<file path="config.mk">
export PLATFORM = sky130hd
export DESIGN_NAME = mastermind_round_ctrl
export DESIGN_NICKNAME = d
export VERILOG_FILES = /design/src/rtl/mastermind_round_ctrl.sv
export SDC_FILE = /design/constraint.sdc
export NUM_CORES = 1
export LEC_CHECK = 0
export ABC_AREA = 1
export BUFFER_PORTS_ARGS = -buffer_cell sky130_fd_sc_hd__buf_4
export CAP_MARGIN = 10
export CORE_MARGIN = 3
export CORE_UTILIZATION = 35
export DETAILED_ROUTE_END_ITERATION = 10
export PLACE_DENSITY = 0.68
export SYNTH_ARGS = -nofsm -noshare
export SYNTH_HDL_FRONTEND = slang
export SYNTH_SLANG_ARGS = --single-unit
export TNS_END_PERCENT = 20
</file>
<file path="constraint.sdc">
create_clock -name clk -period 1.7 [get_ports clk]
set_clock_uncertainty 0.15 [all_clocks]
set_input_delay 0.34 -clock clk [delete_from_list [all_inputs] [get_ports clk]]
set_output_delay 0.34 -clock clk [all_outputs]
set_load 0.02 [all_outputs]
</file>
<file path="src/rtl/mastermind_round_ctrl.sv">
// Round controller for one Mastermind game: secret request, guess intake, checker latency
// wait, score latching, attempt counting and win/loss status.
module mastermind_round_ctrl #(
    parameter int unsigned MAX_ATTEMPTS = 10,
    parameter int unsigned ATT_W        = 4,
    parameter int unsigned CHECK_LAT    = 1
) (
    input  logic             clk,
    input  logic             reset,
    input  logic             start,
    input  logic             abort,
    input  logic             guess_submit,
    input  logic [3:0]       correct_place_count,
    input  logic [3:0]       wrong_place_count,
    output logic             secret_load,
    output logic             guess_ready,
    output logic             result_valid,
    output logic [3:0]       last_correct,
    output logic [3:0]       last_wrong,
    output logic [ATT_W-1:0] attempts,
    output logic             game_won,
    output logic             game_lost,
    output logic [2:0]       state_code
);

    localparam int unsigned CNT_W = $clog2(CHECK_LAT + 1);

    typedef enum logic [2:0] {
        StIdle = 3'd0,
        StPlay = 3'd1,
        StWait = 3'd2,
        StEval = 3'd3,
        StWin  = 3'd4,
        StLose = 3'd5
    } state_e;

    state_e             state_q, state_d;
    logic [CNT_W-1:0]   cnt_q, cnt_d;
    logic [3:0]         corr_q, corr_d;
    logic [3:0]         wrong_q, wrong_d;
    logic [ATT_W-1:0]   att_q, att_d;
    logic               load_q, load_d;

    always_comb begin
        state_d = state_q;
        cnt_d   = cnt_q;
        corr_d  = corr_q;
        wrong_d = wrong_q;
        att_d   = att_q;
        load_d  = 1'b0;

        if (abort) begin
            // Abort beats every other input; clearing in IDLE is harmless since all are 0.
            state_d = StIdle;
            cnt_d   = '0;
            corr_d  = '0;
            wrong_d = '0;
            att_d   = '0;
        end else begin
            unique case (state_q)
                StIdle, StWin, StLose: begin
                    if (start) begin
                        state_d = StPlay;
                        load_d  = 1'b1;
                        corr_d  = '0;
                        wrong_d = '0;
                        att_d   = '0;
                    end
                end
                StPlay: begin
                    if (guess_submit) begin
                        state_d = StWait;
                        cnt_d   = CNT_W'(CHECK_LAT);
                    end
                end
                StWait: begin
                    if (cnt_q == CNT_W'(1)) begin
                        state_d = StEval;
                        cnt_d   = '0;
                        corr_d  = correct_place_count;
                        wrong_d = wrong_place_count;
                        att_d   = att_q + ATT_W'(1);
                    end else begin
                        cnt_d = cnt_q - CNT_W'(1);
                    end
                end
                StEval: begin
                    if (corr_q == 4'd4) begin
                        state_d = StWin;
                    end else if (att_q == ATT_W'(MAX_ATTEMPTS)) begin
                        state_d = StLose;
                    end else begin
                        state_d = StPlay;
                    end
                end
                default: state_d = StIdle;
            endcase
        end
    end

    always_ff @(posedge clk or posedge reset) begin
        if (reset) begin
            state_q <= StIdle;
            cnt_q   <= '0;
            corr_q  <= '0;
            wrong_q <= '0;
            att_q   <= '0;
            load_q  <= 1'b0;
        end else begin
            state_q <= state_d;
            cnt_q   <= cnt_d;
            corr_q  <= corr_d;
            wrong_q <= wrong_d;
            att_q   <= att_d;
            load_q  <= load_d;
        end
    end

    assign secret_load  = load_q;
    assign guess_ready  = (state_q == StPlay);
    assign result_valid = (state_q == StEval);
    assign game_won     = (state_q == StWin);
    assign game_lost    = (state_q == StLose);
    assign last_correct = corr_q;
    assign last_wrong   = wrong_q;
    assign attempts     = att_q;
    assign state_code   = state_q;

endmodule

</file>
==> results.tsv, run 1 <==
metric	value	unit
core-area	2810	sq um
areaGrowthSynthToFinish	28.3	%
synth_edf_count	0	
p_clk_share	13.8	%
crit_buf_inv	3	
yosysTopAreaCell	dfrtp_1	
grt_max_degree	18	
place_hpwl	1760	um
synth_common_cells	nand2_1, nor2_1, inv_1, nand3_1, dfrtp_1	
crit_family	flip-flops	
synthTopCellsByArea	dfrtp_1, nand2_1, nand3_1	
placementRows	19	
relSlewSlack	83.8	%
io_pins	33	
critical_path.max_fanout	6	
hold_ws	0.105	ns
slowest_stage	dfrtp_2	
min_path_type	input pin to register	
worstSkewPairLatency	0.29	ns
status	finished, final reports clean	
netlist_area	1040	sq um
yosys_warnings	0	
clk_pin_slew_worst_paths	0.10	ns
yosysSeqAreaShare	40.8	%
switching_share	46.1	%
grt.overflow.total	0	
die_h	60.6	um
grt_pass1_wl	3680	um
synthArstFlopShare	100	%
drt_iter0_drc	16	
fin_crit_sh	99.2	%
postRouteAntennaNets	0	
final_core_util	47.7	%
pre_cts_ws	0.160	ns
syn_inst	143	
rsz0062_at_grt	true	
cts_tree	built	
viasPerCell	4.75	
initial_utilization	37.2	%
worstPathCellList	inv_1 -> nor2_1 -> nand2_1 -> inv_1 -> buf_4	
final_layout_size_suffix_gt1_share	29.9	%
path_common_cell	inv_1	
grt_pass1_vias	850	
worstMarginPinSlew	0.243	ns
finalSetupViolations	0	
maxSlewViolCount	0	
routabilityCongestion	0.746	
grt_usage	13.1	%
p_sw	730	uW
critPathKind	register to primary output	
synthFlopType	dfrtp_1	
synth.distinct_cells	21	
cpPeakStageDelay	0.44	ns
layout.nets	193	
postSynthAreaPerCell	7.29	sq um
p_int	852	uW
totalWireLength	2310	um
ys_ff_latch	17	
arrival	1.20	ns
port-buffer-count	32	
cap_violations	0	
endpoint_kind	primary output	
cts_htree_levels	1	
drc	0	
cts_made_buffers	3	
peakVddDrop	0.000473	V
cts.path.max_buffers	2	
setup_slack	0.0143	ns
die_w	60.6	um
min_period	1.69	ns
wl_per_cell	11.1	um
p_leak	0.781	nW
yosysTopAreaCellShare	40.8	%
clock_sinks	17	
worst_ep_required_time	1.21	ns
drtPass1Iterations	4	
synth_most_common_cell	nand2_1	
hold_viol	0	
antenna_found_initial	0	
cp-start-kind	register	
dieArea	3670	sq um
power.share.combinational	51.5	%
clk_root_buffer_cell	clkbuf_4	
max_freq	0.593	GHz
power_frac_seq	34.8	%
vias	989	
p_per_area	1180	nW/um^2
diodes	0	
syn-num-nets	158	
==> area by class of cell <==
cell class	count	area, sq um
clock buffer	4	26.3
fill	287	1470
inverter	19	71.3
multi-input combinational	102	508
sequential	17	428
tap	31	38.8
timing repair buffer	35	265
==> sequential cells by signal (all words and copies together) (netlist names) <==
signal        count
last_correct      4
last_wrong        4
state_code        3
secret_load       1
attempts          4
cnt_q             1
==> power groups by stage <==
stage | Sequential (mW) | Clock [mW] | Combinational [mW]
after floorplan | 0.623 | 0 | 0.520
after global placement | 0.553 | 0 | 0.778
after detailed placement | 0.554 | 0 | 0.803
after CTS | 0.548 | 0.224 | 0.807
after global routing | 0.562 | 0.235 | 0.901
final | 0.550 | 0.218 | 0.815
==> metrics by stage <==
step	area [sq um]	cells	power, mW	TNS (ns)
final	1340	208	1.58	0
after global placement	1290	203	1.33	0
after floorplan	1040	143	1.14	0
after CTS	1330	208	1.58	0
after detailed placement	1290	203	1.36	0
after global routing	1340	208	1.70	-0.0852
==> cell families (layout without fill, tap and decap cells) <==
logic type,after synthesis,count (layout),synth area share (%)
compound gates,3,3,1.44
xor+xnor,1,1,0.840
fa+ha+maj,2,2,2.40
buf+inv,24,58,11.2
flops,17,17,40.8
simple gates,96,96,43.3
==> layer usage <==
metal / vias to the layer above / wire length [um] / track usage (%)
li1: 508 / - / -
met1: 461 / 977 / 16.8
met2: 18 / 1230 / 22.6
met3: 2 / 77 / 2.13
met4: 0 / 18 / 3.72
met5: - / 0 / 0
==> cell usage in the layout, fill, tap and decap left out <==
| cell type | count |
|---|---|
| a21oi_1 | 2 |
| buf_4 | 34 |
| clkbuf_1 | 1 |
| clkbuf_4 | 3 |
| dfrtp_1 | 15 |
| dfrtp_2 | 2 |
| dlygate4sd3_1 | 1 |
| ha_1 | 2 |
| inv_1 | 17 |
| inv_2 | 2 |
| nand2_1 | 41 |
| nand2_2 | 5 |
| nand2_4 | 1 |
| nand3_1 | 18 |
| nand3_2 | 2 |
| nand3_4 | 2 |
| nand4_1 | 1 |
| nor2_1 | 23 |
| nor2_2 | 1 |
| nor2_4 | 1 |
| nor3b_1 | 1 |
| o21ai_0 | 1 |
| xnor2_1 | 1 |
==> what timing repair did <==
action / in CTS / in global routing
buffers inserted: 0 / 0
setup endpoints to repair: 2 / 4
resized for setup: 2 / 3
endpoints found under the hold margin: 17 / 0
hold buffers: 1 / 0
==> worst paths after layout <==
check	to	cells past startpoint	from	slack, ns
hold reg to reg	last_wrong[2]	2	last_wrong[2]	0.33
max in group asynchronous	state_code[2]	4	reset	0.74
hold / removal	secret_load	2	abort	0.10
setup reg to reg	attempts[3]	6	state_code[2]	0.18
setup / recovery	result_valid	5	state_code[0]	0.01
min in group asynchronous	state_code[0]	4	reset	0.45
(Power assumes the default switching activity.)
==> inputs of run 2 (changes only) <==
Settings changed: CORE_UTILIZATION 35 to 45, PLACE_DENSITY 0.68 to 0.82.
==> run 2 against run 1 <==
Effect of this change:
- the run now ends with negative setup slack left
- total power increased by 2.8%
- core utilization increased by 18 points
- combinational power increased by 5.4%
- highest routed layer unchanged
- critical endpoint unchanged
- sequential power decreased by 1%
- via count increased by 5.3%
- hold slack got worse by 0.016 ns
- register-to-register slack got worse by 0.06 ns
- wire length increased by 9.2%
- worst setup slack got worse by 0.014 ns
- maximum frequency decreased by 0.85%
==> results.tsv, run 2 (synthesis gave the netlist of run 1 again) <==
metric	value	unit	change
critical_path.max_fanout	5		was 6
io_pins	33		unchanged
cts_made_buffers	3		unchanged
cts_htree_levels	1		unchanged
routabilityCongestion	0.810		was 0.746
hold_viol	0		unchanged
layout.nets	196		was 193
arrival	1.21	ns	was 1.20 ns
switching_share	46.9	%	was 46.1%
initial_utilization	50.1	%	was 37.2%
endpoint_kind	primary output		unchanged
die_w	54.1	um	was 60.6 um
grt_pass1_vias	833		was 850
vias	1041		was 989
violations	negative setup slack		
p_int	863	uW	was 852 uW
status	complete, but fails checks		was finished, final reports clean
diodes	0		unchanged
peakVddDrop	0.000720	V	was 0.000473 V
pre_cts_ws	0.172	ns	was 0.160 ns
grt_pass1_wl	3770	um	was 3680 um
final_cells	207		was 208
layout_common_cells	nand2_1, buf_4, nor2_1, nand3_1, inv_1		unchanged
place_area	1290	sq um	about the same
drtPass1Iterations	4		unchanged
setup_tns	-0.000201	ns	was 0 ns
cts.path.max_buffers	2		unchanged
multi_input_area	510	sq um	was 508 sq um
reg2reg_depth	7		was 6
cap_violations	0		unchanged
worstMarginPinSlew	0.250	ns	was 0.243 ns
final_core_util	65.3	%	was 47.7%
grt_usage	17.9	%	was 13.1%
grt.overflow.total	0		unchanged
worstSkewPairLatency	0.30	ns	was 0.29 ns
cp-startpoint	state_code[2]		was state_code[0]
cp-start-kind	register		unchanged
final_layout_size_suffix_gt1_share	32.2	%	was 29.9%
clock_sinks	17		unchanged
critPathKind	register to primary output		unchanged
antenna_found_initial	0		unchanged
max_freq	0.588	GHz	was 0.593 GHz
postRouteAntennaNets	0		unchanged
hp-start	abort		unchanged
relSlewSlack	83.3	%	was 83.8%
place_hpwl	1740	um	was 1760 um
nFillCells	183		was 287
wl_per_cell	12.2	um	was 11.1 um
hold_ws	0.0884	ns	was 0.105 ns
fin_crit_sh	100	%	was 99.2%
layout_commonest_cell	nand2_1		unchanged
cts_tree	built		unchanged
r2r-start	state_code[2]		unchanged
dp.cells	199		was 203
viasPerCell	5.03		was 4.75
p_sw	763	uW	was 730 uW
p_per_area	1200	nW/um^2	was 1180 nW/um^2
core-area	2080	sq um	was 2810 sq um
power.share.combinational	52.8	%	was 51.5%
maxSlewViolCount	0		unchanged
placementRows	16		was 19
grt_max_degree	18		unchanged
clk_root_buffer_cell	clkbuf_4		unchanged
worst_ep_required_time	1.21	ns	about the same
areaGrowthSynthToFinish	30.4	%	was 28.3%
regArea	428	sq um	unchanged
setup_slack	-0.000201	ns	was 0.0143 ns
power.total	1.63	mW	was 1.58 mW
p_leak	0.800	nW	was 0.781 nW
die_h	54.1	um	was 60.6 um
rsz0062_at_grt	true		unchanged
drc	0		unchanged
min_path_cells	2		unchanged
drt_iter0_drc	36		was 16
p_clk_share	13.8	%	about the same
finalSetupViolations	1		was 0
port-buffer-count	32		unchanged
min_period	1.70	ns	was 1.69 ns
power_frac_seq	33.4	%	was 34.8%
finalInstanceArea	1360	sq um	was 1340 sq um
clk_pin_slew_worst_paths	0.10	ns	about the same
min_path_type	input pin to register		unchanged
totalWireLength	2520	um	was 2310 um
dieArea	2930	sq um	was 3670 sq um
==> run 2: cell count changes in the layout (fill, tap and decap cells not counted), sizes merged <==
cell	delta
buf	+3
clkbuf	-1
clkinv	+1
==> run 2: layout make-up <==
class	count	share of cell area, %
well taps	27	2.49
clock buffers	3	1.66
multi-input cells	102	37.6
repair buffers	38	21.2
inverters	19	5.25
clock inverters	1	0.368
flip-flops and latches	17	31.5
==> run 2: metal layers <==
metal / share of wire [%] / wire (um) / track usage (%) / vias up
li1: - / - / - / 510
met1: 41 / 1030 / 23.4 / 486
met2: 52 / 1310 / 29.3 / 38
met3: 5.1 / 129 / 2.49 / 7
met4: 1.9 / 47 / 7.47 / 0
met5: 0 / 0 / 0 / -
==> run 2: repair_timing <==
action	4_1_cts	5_1_grt
buffers inserted	3	0
gates resized for setup	4	2
pin swaps	0	0
hold buffers	1	0
endpoints found under the setup margin	3	14
hold endpoints to repair	17	0
==> run 2: final timing paths <==
path	to	slack (ns)
hold reg to reg	last_wrong[2]	0.34
min in group asynchronous	last_correct[2]	0.45
max in group asynchronous	state_code[0]	0.75
hold / removal	secret_load	0.09
setup reg to reg	attempts[2]	0.12
setup / recovery	result_valid	-0.0002
==> run 2: critical path: stages, from the launching register on <==
cell	delay [ns]
dfrtp_2	0.46
nor2_2	0.16
nand2_1	0.06
inv_1	0.09
buf_4	0.15
==> run 2: power by group through the flow <==
stage	registers (mW)	logic (mW)	clock network (mW)
after floorplan	0.623	0.520	0
after global placement	0.552	0.770	0
after detailed placement	0.555	0.792	0
after CTS	0.542	0.835	0.234
after global routing	0.551	0.927	0.250
final	0.542	0.859	0.225
==> inputs of run 3 (changes only) <==
Settings changed: PLACE_DENSITY 0.82 to 0.8.
==> run 3 against run 2 <==
Effect of this change:
- wire length shrank 2.8%
- hold slack gained 0.020 ns
- highest routed layer unchanged
- core utilization grew 1.2 points
- the flow now finishes without violations
- cell count grew 0.48%
==> results.tsv, run 3 (synthesis gave the netlist of run 1 again) <==
metric	value	unit	change
status	finished, final reports clean		was complete, but fails checks
p_sw	767	uW	was 763 uW
dieArea	2930	sq um	unchanged
core-area	2080	sq um	unchanged
rsz0062_at_grt	true		unchanged
setup_tns	0	ns	was -0.000201 ns
arrival	1.18	ns	was 1.21 ns
viasPerCell	4.87		was 5.03
port-buffer-count	32		unchanged
io_pins	33		unchanged
die_w	54.1	um	unchanged
cts_htree_levels	1		unchanged
layout.nets	197		was 196
diodes	0		unchanged
drtPass1Iterations	4		unchanged
peakVddDrop	0.000851	V	was 0.000720 V
grt_max_degree	18		unchanged
grt.overflow.total	0		unchanged
cpPeakStageDelay	0.43	ns	was 0.46 ns
placementRows	16		unchanged
endpoint_kind	primary output		unchanged
grt_pass1_vias	926		was 833
worstMarginPinSlew	0.243	ns	was 0.250 ns
die_h	54.1	um	unchanged
min_path_type	input pin to register		unchanged
crit_buf_inv	3		was 2
final_layout_size_suffix_gt1_share	33.1	%	was 32.2%
worstPathCellList	inv_2 -> nor2_2 -> nand2_1 -> inv_1 -> buf_6		was nor2_2 -> nand2_1 -> inv_1 -> buf_4
cp-start-kind	register		unchanged
maxSlewViolCount	0		unchanged
hold_viol	0		unchanged
p_clk_share	12.8	%	was 13.8%
drc	0		unchanged
vias	1012		was 1041
worst_ep_required_time	1.21	ns	about the same
cts_tree	built		unchanged
clk_root_buffer_cell	clkbuf_4		unchanged
layout_common_cells	nand2_1, buf_4, nor2_1, nand3_1, inv_1		unchanged
nFillCells	172		was 183
p_int	896	uW	was 863 uW
drt_iter0_drc	22		was 36
power_frac_seq	33.1	%	was 33.4%
areaGrowthSynthToFinish	32.8	%	was 30.4%
relSlewSlack	83.8	%	was 83.3%
cts.path.max_buffers	2		unchanged
power.share.combinational	54.1	%	was 52.8%
totalWireLength	2450	um	was 2520 um
clk_pin_slew_worst_paths	0.10	ns	about the same
layout_commonest_cell	nand2_1		unchanged
cts_made_buffers	3		unchanged
antenna_found_initial	0		unchanged
critPathKind	register to primary output		unchanged
p_leak	0.805	nW	was 0.800 nW
initial_utilization	50.1	%	unchanged
crit_family	flip-flops		unchanged
worstSkewPairLatency	0.28	ns	was 0.30 ns
hold_ws	0.109	ns	was 0.0884 ns
wl_per_cell	11.8	um	was 12.2 um
grt_usage	17.9	%	about the same
postRouteAntennaNets	0		unchanged
place_hpwl	1730	um	was 1740 um
slowest_stage	dfrtp_2		unchanged
grt_pass1_wl	3920	um	was 3770 um
routabilityCongestion	0.869		was 0.810
p_per_area	1200	nW/um^2	about the same
finalSetupViolations	0		was 1
cap_violations	0		unchanged
fin_crit_sh	98.5	%	was 100%
switching_share	46.1	%	was 46.9%
critical_path.max_fanout	5		unchanged
max_freq	0.597	GHz	was 0.588 GHz
min_period	1.67	ns	was 1.70 ns
clock_sinks	17		unchanged
-- run 3: area by class of cell --
cell class	count	area, sq um	share of cell area [%]
Tap cell	27	33.8	2.44
Timing Repair Buffer	39	307	22.2
Inverter	19	71.3	5.15
Multi-Input combinational cell	102	518	37.4
Clock buffer	4	26.3	1.90
Sequential cell	17	428	30.9
-- run 3: metal layers --
| layer | vias up | track usage, % | wire (um) |
|---|---|---|---|
| met2 | 32 | 28.3 | 1210 |
| li1 | 515 | - | - |
| met1 | 459 | 24.1 | 1110 |
| met3 | 6 | 3.60 | 97 |
| met4 | 0 | 6.22 | 31 |
| met5 | - | 0 | 0 |
-- run 3: power by group through the flow --
stage / clock network, mW / registers, mW / logic [mW]
floorplan: 0 / 0.623 / 0.520
global placement: 0 / 0.553 / 0.770
detailed placement: 0 / 0.553 / 0.794
CTS: 0.217 / 0.547 / 0.800
global route: 0.239 / 0.562 / 0.980
finish: 0.213 / 0.550 / 0.900
-- run 3: what timing repair did --
action,CTS,global route
endpoints found under the setup margin,2,15
buffers inserted,2,2
pin swaps,0,1
endpoints found under the hold margin,17,0
resized for setup,2,10
hold buffers,1,0
-- run 3: worst register-to-register path, stage by stage, from the launching register on --
cell     delay [ns]
dfrtp_2        0.46
buf_4          0.16
nor2_4         0.15
nand3_2        0.11
nand3_4        0.16
nand2_4        0.14
nand2_1        0.08
nand2_1        0.06
-- run 3: final timing paths --
path                                    start              end  slack (ns)  depth (start not counted)
worst min-delay path                    abort      secret_load        0.11                          2
min in group asynchronous               reset    state_code[2]        0.46                          4
worst max register to register  state_code[2]  last_correct[0]        0.12                          7
worst max-delay path            state_code[0]     result_valid        0.03                          5
worst min register to register  last_wrong[2]    last_wrong[2]        0.34                          2
max in group asynchronous               reset    state_code[0]        0.74                          4
-- run 3: through the flow --
stage	setup WS [ns]	utilization (%)	power, mW	instance area, sq um	instances
finish	0.0253	66.5	1.66	1380	208
CTS	0.00612	64.4	1.56	1340	206
global placement	0.246	61.8	1.32	1290	199
global route	-0.0511	66.5	1.78	1380	208
floorplan	0.0670	-	1.14	1040	143
detailed placement	0.195	61.8	1.35	1290	199
